File: src/rtl/int_ctrl_pkg.sv
// Shared types and helpers for the int_ctrl vectored interrupt controller.
package int_ctrl_pkg;

  typedef enum logic [1:0] {
    IDLE,
    REQ,
    SERVICE
  } state_t;

  // Channel index width, never narrower than one bit.
  function automatic int idx_w(input int n);
    return (n > 1) ? $clog2(n) : 1;
  endfunction

  // Caller truncates to its own vector width, giving modulo-2^VEC_W wrap.
  function automatic logic [31:0] calc_vector(input logic [31:0] base,
                                              input logic [31:0] idx,
                                              input int          shift);
    return base + (idx << shift);
  endfunction

endpackage

File: src/rtl/int_ctrl_if.sv
// Request/handshake bundle between int_ctrl (slave) and the sequencer/control side (master).
interface int_ctrl_if
  import int_ctrl_pkg::*;
#(
  parameter int N_IRQ = 5,
  parameter int VEC_W = 8
);
  localparam int IDX_W = idx_w(N_IRQ);

  logic [N_IRQ-1:0] irq_in;
  logic             mask_wr;
  logic [N_IRQ-1:0] mask_data;
  logic             int_en_set;
  logic             int_en_clr;
  logic [N_IRQ-1:0] int_clr;
  logic             int_ack;
  logic             eoi;

  logic             int_req;
  logic [IDX_W-1:0] irq_no;
  logic [VEC_W-1:0] vector;
  logic [N_IRQ-1:0] pending;
  logic             in_service;
  logic             int_en;

  modport master (
    output irq_in, mask_wr, mask_data, int_en_set, int_en_clr, int_clr, int_ack, eoi,
    input  int_req, irq_no, vector, pending, in_service, int_en
  );

  modport slave (
    input  irq_in, mask_wr, mask_data, int_en_set, int_en_clr, int_clr, int_ack, eoi,
    output int_req, irq_no, vector, pending, in_service, int_en
  );

endinterface

File: src/rtl/int_prio_enc.sv
// Combinational priority encoder: highest set index wins, valid when any bit is set.
module int_prio_enc
  import int_ctrl_pkg::*;
#(
  parameter  int N_IRQ = 5,
  localparam int IDX_W = idx_w(N_IRQ)
) (
  input  logic [N_IRQ-1:0] req,
  output logic             valid,
  output logic [IDX_W-1:0] idx
);

  // NOTE: every output gets a default before the loop so no latch is inferred.
  always_comb begin
    valid = |req;
    idx   = '0;
    for (int i = 0; i < N_IRQ; i++) begin
      if (req[i]) idx = IDX_W'(i);
    end
  end

endmodule

File: src/rtl/int_ctrl.sv
// Vectored interrupt controller: pending/mask/enable, priority select, req/ack/eoi handshake.
// Define INT_CTRL_EDGE_DETECT_EN for synchronised rising-edge request capture (default: level).
module int_ctrl
  import int_ctrl_pkg::*;
#(
  parameter int               N_IRQ     = 5,
  parameter int               VEC_W     = 8,
  parameter logic [VEC_W-1:0] VEC_BASE  = VEC_W'(0),
  parameter int               VEC_SHIFT = 1
) (
  input logic       clk,
  input logic       rst,
  int_ctrl_if.slave bus
);

  localparam int IDX_W = idx_w(N_IRQ);

  state_t           state;
  logic [N_IRQ-1:0] mask;
  logic             saved_en;
  logic [N_IRQ-1:0] set_v;
  logic [N_IRQ-1:0] ack_clr;
  logic [N_IRQ-1:0] eligible;
  logic             win_valid;
  logic [IDX_W-1:0] win_idx;
  logic [VEC_W-1:0] win_vec;
  logic             ack_fire;
  logic             eoi_fire;

`ifdef INT_CTRL_EDGE_DETECT_EN
  logic [N_IRQ-1:0] sync1, sync2, sync3;

  // NOTE: sequential state uses non-blocking assignments so every flop samples pre-edge values.
  always_ff @(posedge clk or negedge rst) begin
    if (!rst) begin
      sync1 <= '0;
      sync2 <= '0;
      sync3 <= '0;
    end else begin
      sync1 <= bus.irq_in;
      sync2 <= sync1;
      sync3 <= sync2;
    end
  end

  assign set_v = sync2 & ~sync3;
`else
  assign set_v = bus.irq_in;
`endif

  assign ack_fire = (state == REQ) && bus.int_ack;
  assign eoi_fire = (state == SERVICE) && bus.eoi;
  assign eligible = bus.pending & mask & {N_IRQ{bus.int_en}};
  assign win_vec  = VEC_W'(calc_vector(32'(VEC_BASE), 32'(win_idx), VEC_SHIFT));

  always_comb begin
    ack_clr = '0;
    if (ack_fire) ack_clr[bus.irq_no] = 1'b1;
  end

  int_prio_enc #(.N_IRQ(N_IRQ)) u_prio (
    .req  (eligible),
    .valid(win_valid),
    .idx  (win_idx)
  );

  // Set beats any clear in the same cycle so a request arriving at clear time is kept.
  always_ff @(posedge clk or negedge rst) begin
    if (!rst) begin
      bus.pending <= '0;
      mask        <= '1;
    end else begin
      bus.pending <= set_v | (bus.pending & ~(bus.int_clr | ack_clr));
      if (bus.mask_wr) mask <= bus.mask_data;
    end
  end

  // Ack forces the enable off; elsewhere an explicit clr/set beats the eoi restore.
  always_ff @(posedge clk or negedge rst) begin
    if (!rst) begin
      bus.int_en <= 1'b1;
      saved_en   <= 1'b0;
    end else if (ack_fire) begin
      bus.int_en <= 1'b0;
      saved_en   <= bus.int_en;
    end else if (bus.int_en_clr) begin
      bus.int_en <= 1'b0;
    end else if (bus.int_en_set) begin
      bus.int_en <= 1'b1;
    end else if (eoi_fire) begin
      bus.int_en <= saved_en;
    end
  end

  always_ff @(posedge clk or negedge rst) begin
    if (!rst) begin
      state          <= IDLE;
      bus.int_req    <= 1'b0;
      bus.irq_no     <= '0;
      bus.vector     <= VEC_BASE;
      bus.in_service <= 1'b0;
    end else begin
      case (state)
        IDLE: begin
          if (win_valid) begin
            state       <= REQ;
            bus.int_req <= 1'b1;
            bus.irq_no  <= win_idx;
            bus.vector  <= win_vec;
          end
        end
        REQ: begin
          if (bus.int_ack) begin
            state          <= SERVICE;
            bus.int_req    <= 1'b0;
            bus.in_service <= 1'b1;
          end else if (!win_valid) begin
            state       <= IDLE;
            bus.int_req <= 1'b0;
          end else begin
            bus.irq_no <= win_idx;
            bus.vector <= win_vec;
          end
        end
        SERVICE: begin
          if (bus.eoi) begin
            state          <= IDLE;
            bus.in_service <= 1'b0;
          end
        end
        default: begin
          state          <= IDLE;
          bus.int_req    <= 1'b0;
          bus.in_service <= 1'b0;
        end
      endcase
    end
  end

endmodule

File: src/flat_wrapper.sv
// flat-port wrapper written by rule: the top's interface ports become plain ports
module int_ctrl_flat import int_ctrl_pkg::*;
#(
  parameter int               N_IRQ     = 5,
  parameter int               VEC_W     = 8,
  parameter logic [VEC_W-1:0] VEC_BASE  = VEC_W'(0),
  parameter int               VEC_SHIFT = 1
)
  (clk, rst, bus_irq_in, bus_mask_wr, bus_mask_data, bus_int_en_set, bus_int_en_clr, bus_int_clr, bus_int_ack, bus_eoi, bus_int_req, bus_irq_no, bus_vector, bus_pending, bus_in_service, bus_int_en);
  int_ctrl_if #(.N_IRQ(N_IRQ), .VEC_W(VEC_W)) bus_i ();
  input logic clk;
  input logic rst;
  input wire logic [$bits(bus_i.irq_in)-1:0] bus_irq_in;
  input wire logic [$bits(bus_i.mask_wr)-1:0] bus_mask_wr;
  input wire logic [$bits(bus_i.mask_data)-1:0] bus_mask_data;
  input wire logic [$bits(bus_i.int_en_set)-1:0] bus_int_en_set;
  input wire logic [$bits(bus_i.int_en_clr)-1:0] bus_int_en_clr;
  input wire logic [$bits(bus_i.int_clr)-1:0] bus_int_clr;
  input wire logic [$bits(bus_i.int_ack)-1:0] bus_int_ack;
  input wire logic [$bits(bus_i.eoi)-1:0] bus_eoi;
  output wire logic [$bits(bus_i.int_req)-1:0] bus_int_req;
  output wire logic [$bits(bus_i.irq_no)-1:0] bus_irq_no;
  output wire logic [$bits(bus_i.vector)-1:0] bus_vector;
  output wire logic [$bits(bus_i.pending)-1:0] bus_pending;
  output wire logic [$bits(bus_i.in_service)-1:0] bus_in_service;
  output wire logic [$bits(bus_i.int_en)-1:0] bus_int_en;
  assign bus_i.irq_in = bus_irq_in;
  assign bus_i.mask_wr = bus_mask_wr;
  assign bus_i.mask_data = bus_mask_data;
  assign bus_i.int_en_set = bus_int_en_set;
  assign bus_i.int_en_clr = bus_int_en_clr;
  assign bus_i.int_clr = bus_int_clr;
  assign bus_i.int_ack = bus_int_ack;
  assign bus_i.eoi = bus_eoi;
  assign bus_int_req = bus_i.int_req;
  assign bus_irq_no = bus_i.irq_no;
  assign bus_vector = bus_i.vector;
  assign bus_pending = bus_i.pending;
  assign bus_in_service = bus_i.in_service;
  assign bus_int_en = bus_i.int_en;
  int_ctrl #(.N_IRQ(N_IRQ), .VEC_W(VEC_W), .VEC_BASE(VEC_BASE), .VEC_SHIFT(VEC_SHIFT)) u_core (.clk(clk), .rst(rst), .bus(bus_i));
endmodule
File: config.mk
export PLATFORM = sky130hd
export DESIGN_NAME = int_ctrl_flat
export DESIGN_NICKNAME = d
export VERILOG_FILES = /design/src/rtl/int_ctrl_pkg.sv /design/src/rtl/int_ctrl_if.sv /design/src/rtl/int_prio_enc.sv /design/src/rtl/int_ctrl.sv /design/src/flat_wrapper.sv
export SDC_FILE = /design/constraint.sdc
export NUM_CORES = 1
export LEC_CHECK = 0
export BUFFER_PORTS_ARGS = -buffer_cell sky130_fd_sc_hd__buf_2
export CAP_MARGIN = 40
export CORE_MARGIN = 4
export CORE_UTILIZATION = 45
export DETAILED_ROUTE_END_ITERATION = 10
export PLACE_DENSITY = 0.77
export SYNTH_ARGS = -nofsm -noshare
export SYNTH_HDL_FRONTEND = slang
export SYNTH_SLANG_ARGS = --single-unit
File: constraint.sdc
create_clock -name clk -period 1.52 [get_ports clk]
set_clock_uncertainty 0.05 [all_clocks]
set_input_delay 0.076 -clock clk [delete_from_list [all_inputs] [get_ports clk]]
set_output_delay 0.076 -clock clk [all_outputs]
set_load 0.02 [all_outputs]
==> reports/qor.csv, run 1 <==
stage;metric;value;unit
run_status;status;finished, final reports clean;
synthesis;synthFlopType;dfrtp_1;
synthesis;ys_seq_elements;19;
synthesis;syn-instance-count;86;
cts;cts_buffers;3;
floorplan;fp.dieW;53.6;um
placed_design;post_dp_cell_area;1100;sq um
final_layout;mostFrequentLayoutCell;buf_2;
floorplan;io_pins;41;
cts;htree_levels;1;
synthesis;synth_warnings;0;
final_layout;insertedDiodeCount;0;
sta;rsz0062_at_grt;false;
setup_path;timing.rr.start;u_core.mask[1]$_DFFE_PN1P_;
final_layout;fin_nets;158;
route;post_drt_wl_per_cell;12.8;um
setup_path;cp.arrival;1610;ps
synthesis;netlist_area;935;sq um
placed_design;place_hpwl;1.48;mm
setup_path;cp_max_fo;4;
synthesis;async_flop_share;100;%
pwr;total_power;1.50;mW
sta;period_needed;1420;ps
sta;max_freq;703;MHz
final_layout;most-common-layout-cells;buf_2, dlygate4sd3_1, dfrtp_1;
setup_path;reg2reg_depth;4;
floorplan;die_y;53.6;um
cts;clock_latency;290;ps
final_layout;drive_gt1_share;36.3;%
synthesis;avgSynthCellArea;10.9;sq um
route;initialDrtViolationCount;24;
setup_path;crit_path_end_kind;register;
floorplan;dieArea;2870;sq um
setup_path;worst_r2r_endpoint;u_core.bus.int_req$_DFFE_PN0P_;
cts;clockBufferDepth;2;
floorplan;core;1960;sq um
min_path;hold_end;u_core.bus.pending[2]$_DFF_PN0_;
global_route;gr-usage-all-layers;15.9;%
cts;clk_pin_slew;100;ps
final_layout;multi_input_area;369;sq um
cts;clock-sinks;19;
route;dr.pass1.iters;4;
cts;cts_root_buffer;clkbuf_4;
setup_path;crit_required;1700;ps
global_route;antenna_found_initial;0;
sta;maxSlewViolCount;0;
cts;cts_tree;yes;
pwr;p_leak;0.612;nW
run;cap_violations;0;
sta;fin_crit_sh;93.6;%
final_layout;fin_area;1270;sq um
pwr;ir_drop;0.000787;V
setup_path;critical_path_class;reg -> reg;
sta;finalHoldViolCount;0;
route;vias_per_cell;4.96;
min_path;min_from;bus_int_clr[2];
global_route;grt_pass1_vias;766;
setup_path;r2r_slack;100;ps
global_route;grt_max_degree;20;
synthesis;synth_edf_count;0;
min_path;hold_path.class;in -> reg;
sta;tns;0;ps
route;drt-total-wl;2.08;mm
setup_path;critPathLaunchType;register;
min_path;whs_path_depth;3;
pwr;pwr_density_cell;1180;nW/um^2
route;ant_nets;0;
global_route;grt_pass1_wl;3.33;mm
floorplan;fp-row-count;16;
final_layout;nFillCells;167;
global_route;overflow;0;
synthesis;ys_seq_area_share;51.7;%
final_layout;post-route-util;64.9;%
floorplan;initial_core_util;47.6;%
route;drc;0;
placed_design;io_buffer_count;35;
final_layout;syn_to_final_growth;36.1;%
route;vias;803;
final_layout;seq_area;483;sq um
sta;setup_viol;0;
placed_design;place.gp.congestion;0.797;
synthesis;synth_cell_types;30;
-- critical path, cell delays in order (launching register included) --
cell,delay (ps)
dfstp_2,550
a222oi_1,100
buf_4,170
a2111oi_2,370
a21o_1,130
-- routing by layer --
metal	global-route usage, %	routed length [um]	share of wire (%)
met3	0.831	109	5.3
met1	21.2	911	44
met4	8.94	48	2.3
met2	25.7	1010	48
met5	0	0	0
-- report_power, final --
group / internal [mW] / total, mW / leakage, nW / switching [mW]
Combinational: 0.217 / 0.531 / 0.382 / 0.313
Clock: 0.102 / 0.247 / 0.0150 / 0.145
Sequential: 0.619 / 0.722 / 0.215 / 0.103
-- logic make-up after synthesis --
group	after synthesis	synth area share, %
AOI/OAI and AO/OA	19	15.9
buffers and inverters	19	11.0
DFF	19	51.7
muxes	7	8.30
other	1	0.401
and+or+nand+nor	21	12.7
-- cells in the mapped netlist (all sizes together), types with 2 or more instances --
master,instances,share of area (%)
mux2,6,7.2
nand2b,2,1.3
nand3,7,3.7
o21ai,2,1.1
dfrtp,13,35
nand2,4,1.6
a21oi,2,1.1
a31o,5,4.7
inv,10,4.0
buf,9,7.0
o22ai,3,2.0
nor2,2,0.80
dfstp,6,17
-- sequential cells by signal (all words and copies together), names as in the netlist --
register / count
u_core.bus.pending: 5
u_core.mask: 5
u_core.bus.vector: 3
u_core.state: 2
u_core.bus.in_service: 1
u_core.bus.int_en: 1
u_core.bus.int_req: 1
u_core.saved_en: 1
-- worst max path at each step --
stage          slack, ps                            start  cells past startpoint                               end
6_report             100       u_core.mask[1]$_DFFE_PN1P_                      4    u_core.bus.int_req$_DFFE_PN0P_
5_1_grt                9       u_core.mask[1]$_DFFE_PN1P_                      4  u_core.bus.vector[1]$_DFFE_PN0P_
4_1_cts               30       u_core.mask[1]$_DFFE_PN1P_                      4    u_core.bus.int_req$_DFFE_PN0P_
3_5_place_dp          50       u_core.mask[1]$_DFFE_PN1P_                      4    u_core.bus.int_req$_DFFE_PN0P_
3_3_place_gp         150       u_core.mask[1]$_DFFE_PN1P_                      4    u_core.bus.int_req$_DFFE_PN0P_
2_1_floorplan         20  u_core.bus.pending[1]$_DFF_PN0_                      3    u_core.bus.int_req$_DFFE_PN0P_
-- cell type report --
cell class / count / area share [%]
inverter: 10 / 2.95
clock buffer: 4 / 2.06
timing repair buffer: 50 / 25.4
tap: 27 / 2.65
sequential: 19 / 38.0
multi-input combinational: 52 / 29.0
-- what timing repair did --
action,4_1_cts,5_1_grt
buffers inserted,0,0
hold buffers,14,0
resized for setup,0,1
setup endpoints to repair,0,1
endpoints found under the hold margin,32,0
-- metrics by stage --
step | setup slack (ps) | std cells | hold slack (ps)
final | 97.1 | 162 | 10.1
after global routing | 8.54 | 162 | 14.0
after global placement | 151 | 144 | -21.8
after detailed placement | 53.3 | 144 | -20.3
after floorplan | 23.3 | 90 | -270
after CTS | 32.8 | 162 | 4.82
(Power assumes the default switching activity.)
==> run 2, diff against run 1 <==
--- a/config.mk
+++ b/config.mk
@@ -11,6 +11,8 @@
 export CORE_UTILIZATION = 45
 export DETAILED_ROUTE_END_ITERATION = 10
 export PLACE_DENSITY = 0.77
+export SKIP_LAST_GASP = 1
 export SYNTH_ARGS = -nofsm -noshare
 export SYNTH_HDL_FRONTEND = slang
+export SYNTH_HIERARCHICAL = 1
 export SYNTH_SLANG_ARGS = --single-unit
==> run 2 against run 1 <==
Synthesized cell count shrank 1.2%. Critical path type unchanged. First-iteration DRC count down 75%. Worst hold slack improved by 13 ps. The flow now finishes with violations (setup timing).
==> reports/qor.csv, run 2 <==
stage;metric;value;unit;change
global_route;gr-usage-all-layers;14.9;%;-0.97 points
final_layout;largestRegisters;u_core/bus.pending x5, u_core/mask x5, u_core/bus.vector x3;;
final_layout;insertedDiodeCount;0;;unchanged
global_route;antenna_found_initial;0;;unchanged
placed_design;place_hpwl;1.52;mm;+2.4%
route;drc;0;;unchanged
run;cap_violations;0;;unchanged
setup_path;cp_max_fo;6;;+2
placed_design;place.gp.congestion;0.720;;-9.7%
pwr;combPwrFrac;40.7;%;+5.3 points
global_route;overflow;0;;unchanged
synthesis;yosys-top-cells-count;dfrtp_1, buf_4, inv_1, mux2_2, dfstp_2;;
floorplan;io_pins;41;;unchanged
setup_path;cp.arrival;1720;ps;+110 ps
route;met2WireLength;977;um;-2.9%
final_layout;syn_to_final_growth;41.8;%;
cts;clock-sinks;19;;unchanged
synthesis;synth_edf_count;0;;unchanged
cts;htree_levels;1;;unchanged
route;wl_met3;145;um;+33%
floorplan;initial_core_util;47.4;%;-0.19 points
setup_path;critPathMaxStageDelay;590;ps;+40 ps
floorplan;core;1960;sq um;unchanged
setup_path;critical_path.cell_chain;and3_4 -> nor2_1 -> nand2_1 -> nor2b_4 -> nand2_4 -> mux2_2;;
setup_path;critPathLaunchType;register;;
route;ant_nets;0;;unchanged
final_layout;final_cells;164;;+1.2%
synthesis;avgSynthCellArea;11.0;sq um;+0.77%
floorplan;die_y;53.5;um;-0.18%
cts;cts_root_buffer;clkbuf_4;;
route;post_drt_wl_per_cell;12.1;um;-5.6%
sta;fin_crit_sh;105;%;+11 points
floorplan;fp-row-count;16;;unchanged
sta;tns;-198;ps;-198 ps
final_layout;post-route-util;67.3;%;+2.4 points
synthesis;async_flop_share;100;%;unchanged
pwr;internal_power;1.07;mW;+14%
pwr;switching_power;0.645;mW;+15%
pwr;ir_drop;0.000727;V;-7.6%
route;vias_per_cell;4.81;;-2.9%
floorplan;dieArea;2860;sq um;-0.35%
synthesis;netlist_area;931;sq um;-0.40%
cts;clock_latency;280;ps;about the same
pwr;pwr_density_cell;1300;nW/um^2;+10%
min_path;hold_path.class;in -> reg;;
route;vias;789;;-1.7%
global_route;grt_pass1_vias;727;;-5.1%
final_layout;mostFrequentLayoutCell;buf_2;;
pwr;swShare;37.6;%;+0.10 points
floorplan;fp.dieW;53.5;um;-0.18%
final_layout;fin_nets;160;;+1.3%
sta;setup_viol;3;;+3
cts;clockBufferDepth;2;;unchanged
sta;rsz0062_at_grt;true;;
setup_path;crit_path_end_kind;register;;
global_route;grt_max_degree;20;;unchanged
cts;cts_tree;yes;;
pwr;clock_power_share;14.0;%;-2.5 points
synthesis;synth_top_area_cell;dfrtp_1;;
synthesis;synth_warnings;6;;+6
sta;period_needed;1600;ps;+173 ps
route;drt-total-wl;1.98;mm;-4.5%
route;dr.pass1.iters;5;;+1
placed_design;io_buffer_count;35;;unchanged
synthesis;synth_cell_types;26;;-13%
synthesis;synth_most_common_cell;dfrtp_1;;
synthesis;syn-instance-count;85;;-1.2%
sta;maxSlewViolCount;0;;unchanged
sta;finalHoldViolCount;0;;unchanged
route;highest_layer;met3;;
cts;cts_buffers;3;;unchanged
setup_path;cpMaxStageDelayCell;dfstp_2;;
route;initialDrtViolationCount;6;;-75%
pwr;total_power;1.72;mW;+15%
synthesis;ys_seq_elements;19;;unchanged
final_layout;most-common-layout-cells;buf_2, dlygate4sd3_1, dfrtp_1;;
final_layout;drive_gt1_share;52.6;%;+16 points
run_status;violations;setup timing;;
run_status;status;finished, violations left;;
synthesis;synthFlopType;dfrtp_1;;
pwr;p_leak;0.666;nW;+8.8%
global_route;grt_pass1_wl;3.08;mm;-7.4%
sta;layout_setup_ws;-75.8;ps;-173 ps
synthesis;ys_seq_area_share;51.9;%;+0.21 points
cts;clk_pin_slew;100;ps;about the same
placed_design;dp.cells;146;;+1.4%
route;wirelength_met1;859;um;-5.7%
pwr;pwr-share-seq;45.2;%;-2.9 points
synthesis;synth_top_cell_area_share;34.9;%;+0.14 points
setup_path;critical_path_class;reg -> reg;;
sta;max_freq;627;MHz;-11%
synthesis;ys_top_cells_by_area;dfrtp_1, dfstp_2, mux2_2, buf_4, inv_1;;
setup_path;crit_required;1640;ps;-60 ps
## run 2: area by class of cell
class | instances | area (sq um)
Multi-Input combinational cell | 52 | 402
Sequential cell | 19 | 484
Fill cell | 173 | 642
Timing Repair Buffer | 53 | 340
Inverter | 9 | 33.8
Tap cell | 27 | 33.8
Clock buffer | 4 | 26.3
## run 2: kinds of logic after synthesis
logic type	share of synthesized area, %
simple gates	14.8
compound gates	10.1
mux	12.0
flops	51.9
buf+inv	10.9
other cells	0.403
## run 2: power groups by stage
| stage | clock [mW] | sequential, mW | combinational (mW) |
|---|---|---|---|
| 3_5_place_dp | 0 | 0.784 | 0.626 |
| 2_1_floorplan | 0 | 0.849 | 0.380 |
| 6_report | 0.241 | 0.777 | 0.699 |
| 5_1_grt | 0.281 | 0.800 | 0.754 |
| 4_1_cts | 0.252 | 0.775 | 0.654 |
| 3_3_place_gp | 0 | 0.774 | 0.613 |
## run 2: routing by layer
layer | track usage, % | vias up
met3 | 3.94 | 0
li1 | - | 382
met4 | 3.83 | 0
met5 | 0 | -
met2 | 24.7 | 29
met1 | 19.0 | 378
## run 2: path summary, 6_finish.rpt
| path | cells after the start | start | slack (ps) | end |
|---|---|---|---|---|
| max reg2reg | 6 | u_core/bus.int_en$_DFFE_PN1P_ | -80 | u_core/bus.vector[2]$_DFFE_PN0P_ |
| min | 3 | bus_int_clr[2] | 20 | u_core/bus.pending[2]$_DFF_PN0_ |
| min in group asynchronous | 2 | rst | 190 | u_core/state[1]$_DFFE_PN0P_ |
| min reg2reg | 2 | u_core/bus.in_service$_DFFE_PN0P_ | 480 | u_core/bus.in_service$_DFFE_PN0P_ |
| max in group asynchronous | 2 | rst | 900 | u_core/mask[1]$_DFFE_PN1P_ |
| max | 6 | u_core/bus.int_en$_DFFE_PN1P_ | -80 | u_core/bus.vector[2]$_DFFE_PN0P_ |
## run 2: worst max-delay path: cells and delay by family (launching register included)
kind	cells	cell delay [ps]
flops	1	590
simple gates	5	570
mux	1	280
## run 2: stage by stage
step | hold slack, ps | setup slack, ps | cell area (sq um)
final | 23.3 | -75.8 | 1320
after global routing | 21.2 | -103 | 1320
after CTS | 21.3 | -40.2 | 1290
after detailed placement | -19.2 | -13.2 | 1140
after global placement | -26.5 | 20.3 | 1140
after floorplan | -270 | -49.1 | 967
## run 2: timing repair
action | in CTS | in global routing
endpoints found under the hold margin | 29 | 0
pin swaps | 0 | 2
hold buffers | 12 | 0
resized for setup | 1 | 3
endpoints found under the setup margin | 3 | 3
buffers inserted | 0 | 2
==> run 3, diff against run 2 <==
--- a/config.mk
+++ b/config.mk
@@ -10,7 +10,9 @@
 export CORE_MARGIN = 4
 export CORE_UTILIZATION = 45
 export DETAILED_ROUTE_END_ITERATION = 10
+export GPL_ROUTABILITY_DRIVEN = 0
 export PLACE_DENSITY = 0.77
+export SETUP_SLACK_MARGIN = 0.4
 export SKIP_LAST_GASP = 1
 export SYNTH_ARGS = -nofsm -noshare
 export SYNTH_HDL_FRONTEND = slang
==> run 3 against run 2 <==
The run still ends with setup timing left. Core utilization up 5.0 points. First-iteration DRC count shrank 83%. Count of clock-buffer cells in the layout stayed put. Worst hold slack got worse by 7.1 ps. Design area rose by 7.4%. Sequential share of layout area shrank 2.2 points. Combinational power up 18%. Via count rose by 1.8%. Critical endpoint is now u_core/bus.vector[1]$_DFFE_PN0P_. Largest power group is now combinational cells.
==> reports/qor.csv, run 3 (synthesized netlist as in run 2, its figures left out) <==
stage;metric;value;unit;change
run_status;status;finished, violations left;;
run_status;violations;setup timing;;
floorplan;io_pins;41;;unchanged
cts;clock_latency;290;ps;about the same
final_layout;syn_to_final_growth;52.3;%;
cts;clock-sinks;19;;unchanged
run;cap_violations;0;;unchanged
route;initialDrtViolationCount;1;;-5
route;dr.pass1.iters;4;;-1
setup_path;worst_r2r_endpoint;u_core/bus.vector[1]$_DFFE_PN0P_;;
setup_path;cp-endpoint;u_core/bus.vector[1]$_DFFE_PN0P_;;
pwr;pwr-share-seq;42.2;%;-3.0 points
sta;period_needed;1570;ps;-27.4 ps
final_layout;nFillCells;147;;-15%
sta;layout_setup_ws;-48.5;ps;+27.4 ps
sta;finalHoldViolCount;0;;unchanged
floorplan;fp-row-count;16;;unchanged
setup_path;reg2reg_depth;6;;unchanged
route;vias_per_cell;4.72;;-1.8%
floorplan;dieArea;2860;sq um;unchanged
setup_path;critical_path_class;reg -> reg;;
setup_path;cp.arrival;1700;ps;-20 ps
sta;tns;-131;ps;+66.8 ps
placed_design;io_buffer_count;35;;unchanged
floorplan;die_y;53.5;um;unchanged
sta;fin_crit_sh;103;%;-1.8 points
global_route;grt_max_degree;20;;unchanged
global_route;grt_pass1_vias;737;;+1.4%
global_route;grt_pass1_wl;3.41;mm;+11%
pwr;p_leak;0.703;nW;+5.6%
sta;maxSlewViolCount;0;;unchanged
route;post_drt_wl_per_cell;13.5;um;+12%
route;drt-total-wl;2.30;mm;+16%
setup_path;cp_max_fo;6;;unchanged
cts;cts_root_buffer;clkbuf_4;;
route;vias;803;;+1.8%
setup_path;crit_required;1650;ps;about the same
setup_path;r2r_slack;-50;ps;+30 ps
sta;setup_viol;3;;unchanged
pwr;internal_power;1.16;mW;+8.5%
final_layout;mostFrequentLayoutCell;buf_2;;
sta;max_freq;638;MHz;+1.7%
final_layout;most-common-layout-cells;buf_2, dlygate4sd3_1, inv_1;;
cts;cts_tree;yes;;
setup_path;timing.rr.start;u_core/bus.int_en$_DFFE_PN1P_;;
pwr;swShare;37.3;%;-0.30 points
setup_path;crit_path_end_kind;register;;
global_route;overflow;0;;unchanged
final_layout;final_cells;170;;+3.7%
pwr;switching_power;0.691;mW;+7.1%
cts;htree_levels;1;;unchanged
cts;clk_pin_slew;110;ps;about the same
route;drc;0;;unchanged
sta;rsz0062_at_grt;true;;
route;ant_nets;0;;unchanged
cts;clockBufferDepth;2;;unchanged
cts;cts_buffers;3;;unchanged
final_layout;drive_gt1_share;59.4;%;+6.9 points
pwr;combPwrFrac;44.3;%;+3.6 points
placed_design;place_hpwl;1.51;mm;-0.15%
pwr;pwr_density_cell;1310;nW/um^2;+0.53%
final_layout;insertedDiodeCount;0;;unchanged
min_path;min_from;bus_irq_in[1];;
setup_path;critPathLaunchType;register;;
final_layout;largestRegisters;u_core/bus.pending x5, u_core/mask x5, u_core/bus.vector x3;;
floorplan;fp.dieW;53.5;um;unchanged
global_route;gr-usage-all-layers;17.4;%;+2.5 points
final_layout;fin_nets;166;;+3.8%
placed_design;dp.cells;145;;-0.68%
pwr;clock_power_share;13.5;%;-0.5 points
floorplan;core;1960;sq um;unchanged
min_path;hold_path.class;in -> reg;;
floorplan;initial_core_util;47.4;%;unchanged
pwr;ir_drop;0.000751;V;+3.3%
global_route;antenna_found_initial;0;;unchanged
setup_path;startpoint;u_core/bus.int_en$_DFFE_PN1P_;;
## run 3: cell count changes in the layout (fill, tap and decap cells not counted), sizes merged
cell	before	now
buf	41	46
dlygate4sd3	12	13
## run 3: worst min path at each step
stage                                        end  slack, ps  depth (start not counted)
2_1_floorplan  u_core/bus.in_service$_DFFE_PN0P_       -270                          0
3_3_place_gp         u_core/saved_en$_DFFE_PN0P_        -20                          1
3_5_place_dp         u_core/saved_en$_DFFE_PN0P_        -10                          1
4_1_cts          u_core/bus.pending[1]$_DFF_PN0_          8                          3
5_1_grt          u_core/bus.pending[1]$_DFF_PN0_         20                          3
6_report         u_core/bus.pending[1]$_DFF_PN0_         20                          3
## run 3: cell type report
| class | instances | area, sq um | area share, % |
|---|---|---|---|
| Multi-Input combinational cell | 52 | 413 | 29.1 |
| Inverter | 9 | 33.8 | 2.38 |
| Sequential cell | 19 | 489 | 34.5 |
| Timing Repair Buffer | 59 | 422 | 29.7 |
| Clock buffer | 4 | 26.3 | 1.85 |
| Tap cell | 27 | 33.8 | 2.38 |
## run 3: power groups by stage
| stage | registers [mW] | logic, mW | clock network [mW] |
|---|---|---|---|
| floorplan | 0.849 | 0.380 | 0 |
| global placement | 0.773 | 0.609 | 0 |
| detailed placement | 0.782 | 0.619 | 0 |
| CTS | 0.765 | 0.738 | 0.271 |
| global route | 0.804 | 0.889 | 0.285 |
| finish | 0.782 | 0.822 | 0.250 |
## run 3: metal layers
metal | wire length, um | GRT usage (%) | part of all wire, %
met1 | 924 | 19.2 | 40
met2 | 1250 | 31.4 | 54
met3 | 127 | 3.66 | 5.5
met4 | 0 | 7.66 | 0
met5 | 0 | 0 | 0
## run 3: critical path, stage by stage, from the launching register on
cell and delay [ps]:
dfstp_2 590, and3_4 210, nor2_2 50, nand2_1 60, nor2b_4 150, nand2_2 90
mux2_2 270
## run 3: per-stage QoR
| stage | util (%) | setup WS [ps] | total power, mW | hold WS, ps | instance area (sq um) |
|---|---|---|---|---|---|
| 4_1_cts | 68.8 | -19.4 | 1.77 | 7.91 | 1350 |
| 6_report | 72.3 | -48.5 | 1.85 | 16.2 | 1420 |
| 3_3_place_gp | 57.7 | 25.5 | 1.38 | -21.5 | 1130 |
| 5_1_grt | 72.3 | -121 | 1.98 | 23.0 | 1420 |
| 3_5_place_dp | 57.7 | -24.0 | 1.40 | -12.4 | 1130 |
| 2_1_floorplan | - | -49.1 | 1.23 | -270 | 967 |
## run 3: what timing repair did
item,in CTS,in global routing
resized for setup,10,12
setup endpoints to repair,13,20
hold buffers,13,0
hold endpoints to repair,30,0
pin swaps,4,3
buffers inserted,4,4
